===== src/rtl/musa_seq_pkg.sv =====
// Shared definitions for the MUSA PC sequencer: op encodings, FSM states and fault codes.
package musa_seq_pkg;

  localparam logic [2:0] OP_SEQ  = 3'd0;
  localparam logic [2:0] OP_JR   = 3'd1;
  localparam logic [2:0] OP_JMP  = 3'd2;
  localparam logic [2:0] OP_HALT = 3'd3;
  localparam logic [2:0] OP_JPC  = 3'd4;
  localparam logic [2:0] OP_BRFL = 3'd5;
  localparam logic [2:0] OP_CALL = 3'd6;
  localparam logic [2:0] OP_RET  = 3'd7;

  typedef enum logic [1:0] {
    ST_RUN   = 2'd0,
    ST_HALT  = 2'd1,
    ST_FAULT = 2'd2
  } state_t;

  localparam logic [1:0] FC_NONE      = 2'b00;
  localparam logic [1:0] FC_OVERFLOW  = 2'b01;
  localparam logic [1:0] FC_UNDERFLOW = 2'b10;
  localparam logic [1:0] FC_ILLEGAL   = 2'b11;

endpackage


===== src/rtl/musa_ret_stack.sv =====
// Return-address stack: single-ported register array with occupancy count.
// WRAP=1 lets a push on a full stack overwrite the oldest entry circularly.
module musa_ret_stack #(
  parameter int ADDR_W      = 18,
  parameter int STACK_DEPTH = 8,
  parameter bit WRAP        = 1'b0,
  localparam int PTR_W      = $clog2(STACK_DEPTH),
  localparam int CNT_W      = PTR_W + 1
) (
  input  logic              clk,
  input  logic              rst,
  input  logic              i_push,
  input  logic              i_pop,
  input  logic [ADDR_W-1:0] i_data,
  output logic [ADDR_W-1:0] o_top,
  output logic [CNT_W-1:0]  o_cnt,
  output logic              o_full,
  output logic              o_empty
);

  logic [ADDR_W-1:0] r_mem [STACK_DEPTH];
  logic [PTR_W-1:0]  r_wp;
  logic [CNT_W-1:0]  r_cnt;
  logic              w_push_ok;
  logic              w_pop_ok;
  logic [PTR_W-1:0]  w_top_idx;

  assign o_full    = (r_cnt == CNT_W'(STACK_DEPTH));
  assign o_empty   = (r_cnt == '0);
  assign w_push_ok = i_push && (!o_full || WRAP);
  assign w_pop_ok  = i_pop && !i_push && !o_empty;
  assign w_top_idx = r_wp - PTR_W'(1);
  assign o_top     = r_mem[w_top_idx];
  assign o_cnt     = r_cnt;

  // Contents need no reset; only the pointer and count define validity.
  always_ff @(posedge clk) begin
    if (w_push_ok) r_mem[r_wp] <= i_data;
  end

  // The write pointer wraps naturally because depth is a power of two.
  always_ff @(posedge clk or posedge rst) begin
    if (rst) begin
      r_wp  <= '0;
      r_cnt <= '0;
    end else if (w_push_ok) begin
      r_wp <= r_wp + PTR_W'(1);
      if (!o_full) r_cnt <= r_cnt + CNT_W'(1);
    end else if (w_pop_ok) begin
      r_wp  <= w_top_idx;
      r_cnt <= r_cnt - CNT_W'(1);
    end
  end

endmodule


===== src/rtl/musa_pc_sequencer.sv =====
// MUSA PC sequencer: PC register, next-PC selection, RUN/HALT/FAULT control and return stack.
// Optional macro MUSA_RAS_WRAP_EN: CALL on a full stack overwrites the oldest return instead of faulting.
module musa_pc_sequencer
  import musa_seq_pkg::*;
#(
  parameter int                ADDR_W      = 18,
  parameter int                STACK_DEPTH = 8,
  parameter logic [ADDR_W-1:0] RESET_ADDR  = '0
) (
  input  logic                         clk,
  input  logic                         rst,
  input  logic                         en,
  input  logic [2:0]                   op,
  input  logic                         flag_true,
  input  logic [ADDR_W-1:0]            imm_addr,
  input  logic [ADDR_W-1:0]            reg_addr,
  input  logic                         resume,
  output logic [ADDR_W-1:0]            pc,
  output logic [$clog2(STACK_DEPTH):0] sp,
  output logic                         halted,
  output logic                         fault,
  output logic [1:0]                   fault_code
);

`ifdef MUSA_RAS_WRAP_EN
  localparam bit WRAP = 1'b1;
`else
  localparam bit WRAP = 1'b0;
`endif

  state_t            r_state;
  logic [ADDR_W-1:0] r_pc;
  logic              r_halted;
  logic              r_fault;
  logic [1:0]        r_code;

  logic [ADDR_W-1:0] w_pc_inc;
  logic [ADDR_W-1:0] w_top;
  logic              w_full;
  logic              w_empty;
  logic              w_push;
  logic              w_pop;
  logic              w_active;

  assign w_pc_inc = r_pc + ADDR_W'(1);
  assign w_active = (r_state == ST_RUN) && en;
  assign w_push   = w_active && (op == OP_CALL) && (!w_full || WRAP);
  assign w_pop    = w_active && (op == OP_RET) && !w_empty;

  musa_ret_stack #(
    .ADDR_W      (ADDR_W),
    .STACK_DEPTH (STACK_DEPTH),
    .WRAP        (WRAP)
  ) u_stack (
    .clk     (clk),
    .rst     (rst),
    .i_push  (w_push),
    .i_pop   (w_pop),
    .i_data  (w_pc_inc),
    .o_top   (w_top),
    .o_cnt   (sp),
    .o_full  (w_full),
    .o_empty (w_empty)
  );

  always_ff @(posedge clk or posedge rst) begin
    if (rst) begin
      r_state  <= ST_RUN;
      r_pc     <= RESET_ADDR;
      r_halted <= 1'b0;
      r_fault  <= 1'b0;
      r_code   <= FC_NONE;
    end else begin
      case (r_state)
        ST_RUN: begin
          if (en) begin
            case (op)
              OP_SEQ:  r_pc <= w_pc_inc;
              OP_JR:   r_pc <= reg_addr;
              OP_JMP:  r_pc <= imm_addr;
              OP_HALT: begin
                r_state  <= ST_HALT;
                r_halted <= 1'b1;
              end
              OP_JPC:  r_pc <= r_pc + imm_addr;
              OP_BRFL: r_pc <= flag_true ? imm_addr : w_pc_inc;
              OP_CALL: begin
                if (w_full && !WRAP) begin
                  r_state <= ST_FAULT;
                  r_fault <= 1'b1;
                  r_code  <= FC_OVERFLOW;
                end else begin
                  r_pc <= imm_addr;
                end
              end
              OP_RET: begin
                if (w_empty) begin
                  r_state <= ST_FAULT;
                  r_fault <= 1'b1;
                  r_code  <= FC_UNDERFLOW;
                end else begin
                  r_pc <= w_top;
                end
              end
              default: ;
            endcase
          end
        end
        ST_HALT: begin
          if (resume) begin
            r_state  <= ST_RUN;
            r_halted <= 1'b0;
            r_pc     <= w_pc_inc;
          end
        end
        // FAULT is terminal until reset.
        default: ;
      endcase
    end
  end

  assign pc         = r_pc;
  assign halted     = r_halted;
  assign fault      = r_fault;
  assign fault_code = r_code;

endmodule


===== config.mk =====
export PLATFORM = sky130hd
export DESIGN_NAME = musa_pc_sequencer
export DESIGN_NICKNAME = d
export VERILOG_FILES = /design/src/rtl/musa_seq_pkg.sv /design/src/rtl/musa_ret_stack.sv /design/src/rtl/musa_pc_sequencer.sv
export SDC_FILE = /design/constraint.sdc
export NUM_CORES = 1
export LEC_CHECK = 0
export ABC_AREA = 1
export CORE_MARGIN = 2
export CORE_UTILIZATION = 57
export DETAILED_ROUTE_END_ITERATION = 16
export MAX_ROUTING_LAYER = met4
export PLACE_DENSITY = 0.8
export SYNTH_ARGS = -nofsm -noshare
export SYNTH_HDL_FRONTEND = slang
export SYNTH_SLANG_ARGS = --single-unit

===== constraint.sdc =====
create_clock -name clk -period 3.35 [get_ports clk]
set_clock_uncertainty 0.15 [all_clocks]
set_input_delay 0.67 -clock clk [delete_from_list [all_inputs] [get_ports clk]]
set_output_delay 0.67 -clock clk [all_outputs]
set_load 0.02 [all_outputs]

==> qor.yml <==
synth_top_area_share_pct: 46.94
drcViolationCount: 0
grt_pass1_wl_um: 37250
power.share.switching_pct: 23.43
min_path_cells: 2
die_h_um: 131.1
die_w_um: 131.1
rsz0062_at_grt: "false"
antenna_left: 0
yosysTopAreaCell: "edfxtp_1"
initial_core_util_pct: 58.20
grt_overflow: 0
timing.rr.start: "u_stack.r_wp[1]$_DFFE_PP0P_"
cpMostUsedCell: "nand2_1"
wire_per_inst_um: 18.15
synth_edf_count: 144
rr_worst_depth: 11
hp-class: "flip-flop to flip-flop"
tritoncts: "yes"
synth_cell_type_count: 53
power.internal_mw: 3.624
grt_pass1_vias: 7141
setup.worst_path.start_class: "primary input"
grtUsageTotal_pct: 28.61
grt_max_degree: 76
avgSynthCellArea_um2: 9.380
clockPowerShare_pct: 40.8
met1_usage_pct: 38.48
syn-num-nets: 1050
top_usage_layer: "met2"
path_cells: "clkdlybuf4s50_1, nand2_1, nor2_2, inv_1, nor2_2, nand2_1, ha_1, a21o_1, a21oi_1, mux2i_1, nand2_1, xor2_1"
areaGrowthSynthToFinish_pct: 17.85
numPortBuffers: 69
ys_seq_area_share_pct: 55.37
dr_total_vias: 7459
drt-initial-drc-count: 875
gr-usage-met2_pct: 45.23
slew_violations: 0
syn_inst: 982
drive_gt1_share_pct: 9.777
hold_viol: 0
cts_resized: 0
p_sw_mw: 1.109
finalSetupTns_ns: 0
fmax_mhz: 361.9
tightestPinTransition_ns: 0.8738
period_share_pct: 82.48
pwr-share-seq_pct: 50.6
yosys.area_share.simple_pct: 20.24
path_buf_inv: 2
irDropWorstVdd_mv: 0.3822
cts_sinks: 175
ys_warn_count: 0
drv_cap: 0
synth-compound-area-share_pct: 12.63
cpPeakStageDelay_ns: 0.52
worst-path-max-fanout: 7
final_cell_area_um2: 10860
muxShareOfSynthArea_pct: 0.2309
synth-adder-area-share_pct: 3.423
gp_congestion: 1.022
row_count: 46
period_minus_slack_ns: 2.763
synthesis.area_um2: 9211
io_pins: 70
use_met3_pct: 4.282
fin_nets: 1130
ys_top_cells_by_count: "165 x nand2_1, 165 x nor2_1, 144 x edfxtp_1"
finalSetupViolCount: 0
synth_top_family_by_area: "simple AND/OR/NAND/NOR gates"
p_per_area_nw_per_um2: 436.0
ctsHoldBuffers: 0
clk_pin_slew_ns: 0.07
cp_slowest_cell: "clkdlybuf4s50_1"
hold_path_end: "fault_code[0]$_DFFE_PP0P_"
core_area_um2: 15830
placed_cell_area_um2: 10290
antenna_cells: 0
critical_path_arrival_ns: 2.93
ys_ff_latch: 175
insertion_delay_ns: 0.44
cts.root.buffer_cell: "clkbuf_16"
vias_per_cell: 5.782
clockBufferDepth: 2
dieArea_um2: 17190
ff2ff_setup_slack_ns: 0.64
worstReg2RegEnd: "pc[12]$_DFFE_PP0P_"
wl_um: 23410
cts_setup_buffers: 0
cts_buffers: 17
status: "finished, final reports clean"
end_kind: "flip-flop"
htreeDepth: 4
worst_ep_required_time_ns: 3.52
critPathTopFamily: "simple AND/OR/NAND/NOR gates"
p_comb_share_pct: 8.6
synth_xor_area_share_pct: 2.051
synth_flop_cell: "edfxtp_1"
postSynth.asyncResetShare_pct: 17.71
hold_start: "fault_code[0]$_DFFE_PP0P_"
antenna_found_initial: 0
leakage_nw: 4.591
crit_type: "primary input to flip-flop"
synth_area_leaders: "edfxtp_1 47%, dfrtp_1 8.4%, nand2_1 6.7%"
hpwl_um: 15960
dr.pass1.iters: 6
relSlewSlack_pct: 41.55
stage by stage:
step | std cells | util [%] | power (mW) | hold WS (ns) | setup WS (ns)
4_1_cts | 1290 | 68.59 | 4.729 | 0.3290 | 0.5758
2_1_floorplan | 982 | - | 2.680 | 0.3272 | 0.08107
3_5_place_dp | 1259 | 65.01 | 2.839 | 0.3121 | 0.1383
3_3_place_gp | 1259 | 65.01 | 2.832 | 0.3025 | 0.1882
5_1_grt | 1290 | 68.59 | 4.874 | 0.3597 | 0.3681
6_report | 1290 | 68.59 | 4.733 | 0.3231 | 0.5869
logic make-up after synthesis:
group,after synthesis
xor gates and xnor gates,19
buffers and inverters,134
muxes,2
and+or+nand+nor,430
AOI/OAI and AO/OA,198
adders and majority gates,24
DFF,175
how the worst max path moves through the flow:
| stage | start | to | slack, ns | cells past startpoint |
|---|---|---|---|---|
| 2_1_floorplan | op[2] | u_stack.r_mem[4][0]$_DFFE_PP_ | 0.08 | 8 |
| 3_3_place_gp | imm_addr[0] | pc[16]$_DFFE_PP0P_ | 0.19 | 16 |
| 3_5_place_dp | op[1] | u_stack.o_cnt[3]$_DFFE_PP0P_ | 0.14 | 12 |
| 4_1_cts | op[1] | u_stack.o_cnt[3]$_DFFE_PP0P_ | 0.58 | 12 |
| 5_1_grt | imm_addr[0] | pc[14]$_DFFE_PP0P_ | 0.37 | 16 |
| 6_report | op[1] | u_stack.o_cnt[3]$_DFFE_PP0P_ | 0.59 | 12 |
cell type report:
cell class                      instances  area [um^2]
Sequential cell                       175         5101
Fill cell                            1213         4972
Multi-Input combinational cell        673         3591
Timing Repair Buffer                   96        955.9
Clock buffer                           18        429.2
Inverter                               99        371.6
Tap cell                              216        270.3
Clock inverter                         13        136.4
metal layers:
metal / vias to the layer above / wire, um
met5: - / 0
met4: 0 / 514
met3: 45 / 1738
met2: 341 / 11280
met1: 3536 / 9874
li1: 3537 / -
power by group through the flow:
| stage | clock network (mW) | registers [mW] | logic [mW] |
|---|---|---|---|
| 2_1_floorplan | 0 | 2.44 | 0.236 |
| 3_3_place_gp | 0 | 2.44 | 0.393 |
| 3_5_place_dp | 0 | 2.44 | 0.400 |
| 4_1_cts | 1.93 | 2.39 | 0.404 |
| 5_1_grt | 2.03 | 2.40 | 0.451 |
| 6_report | 1.93 | 2.39 | 0.408 |
placed cells by master (no fill, tap or decap), types with 6 or more instances in the layout:
master,n
nor2_2,6
clkbuf_16,17
inv_1,87
xor2_1,14
inv_2,10
dfrtp_1,30
nor3_2,11
ha_1,21
a22oi_1,12
a21oi_1,41
nand2_1,165
clkdlybuf4s50_1,69
edfxtp_1,144
buf_4,22
o21ai_0,91
nand4_1,9
nor2_1,163
nand3_1,52
o211ai_1,32
sequential cells by signal (all words and copies together) (netlist names):
name	flops
u_stack.r_mem	144
pc	18
u_stack.o_cnt	4
u_stack.r_wp	3
fault_code	2
r_state	2
fault	1
halted	1
worst register-to-register path: cells and delay by family (launching register included):
| family | cells | cell delay, ns |
|---|---|---|
| flip-flops | 1 | 0.44 |
| AND/OR/NAND/NOR | 4 | 0.43 |
| buffers and inverters | 3 | 0.51 |
| adder cells (fa/ha/maj) | 1 | 0.62 |
| AO/OA/AOI/OAI | 3 | 0.49 |
(Power assumes the default switching activity.)
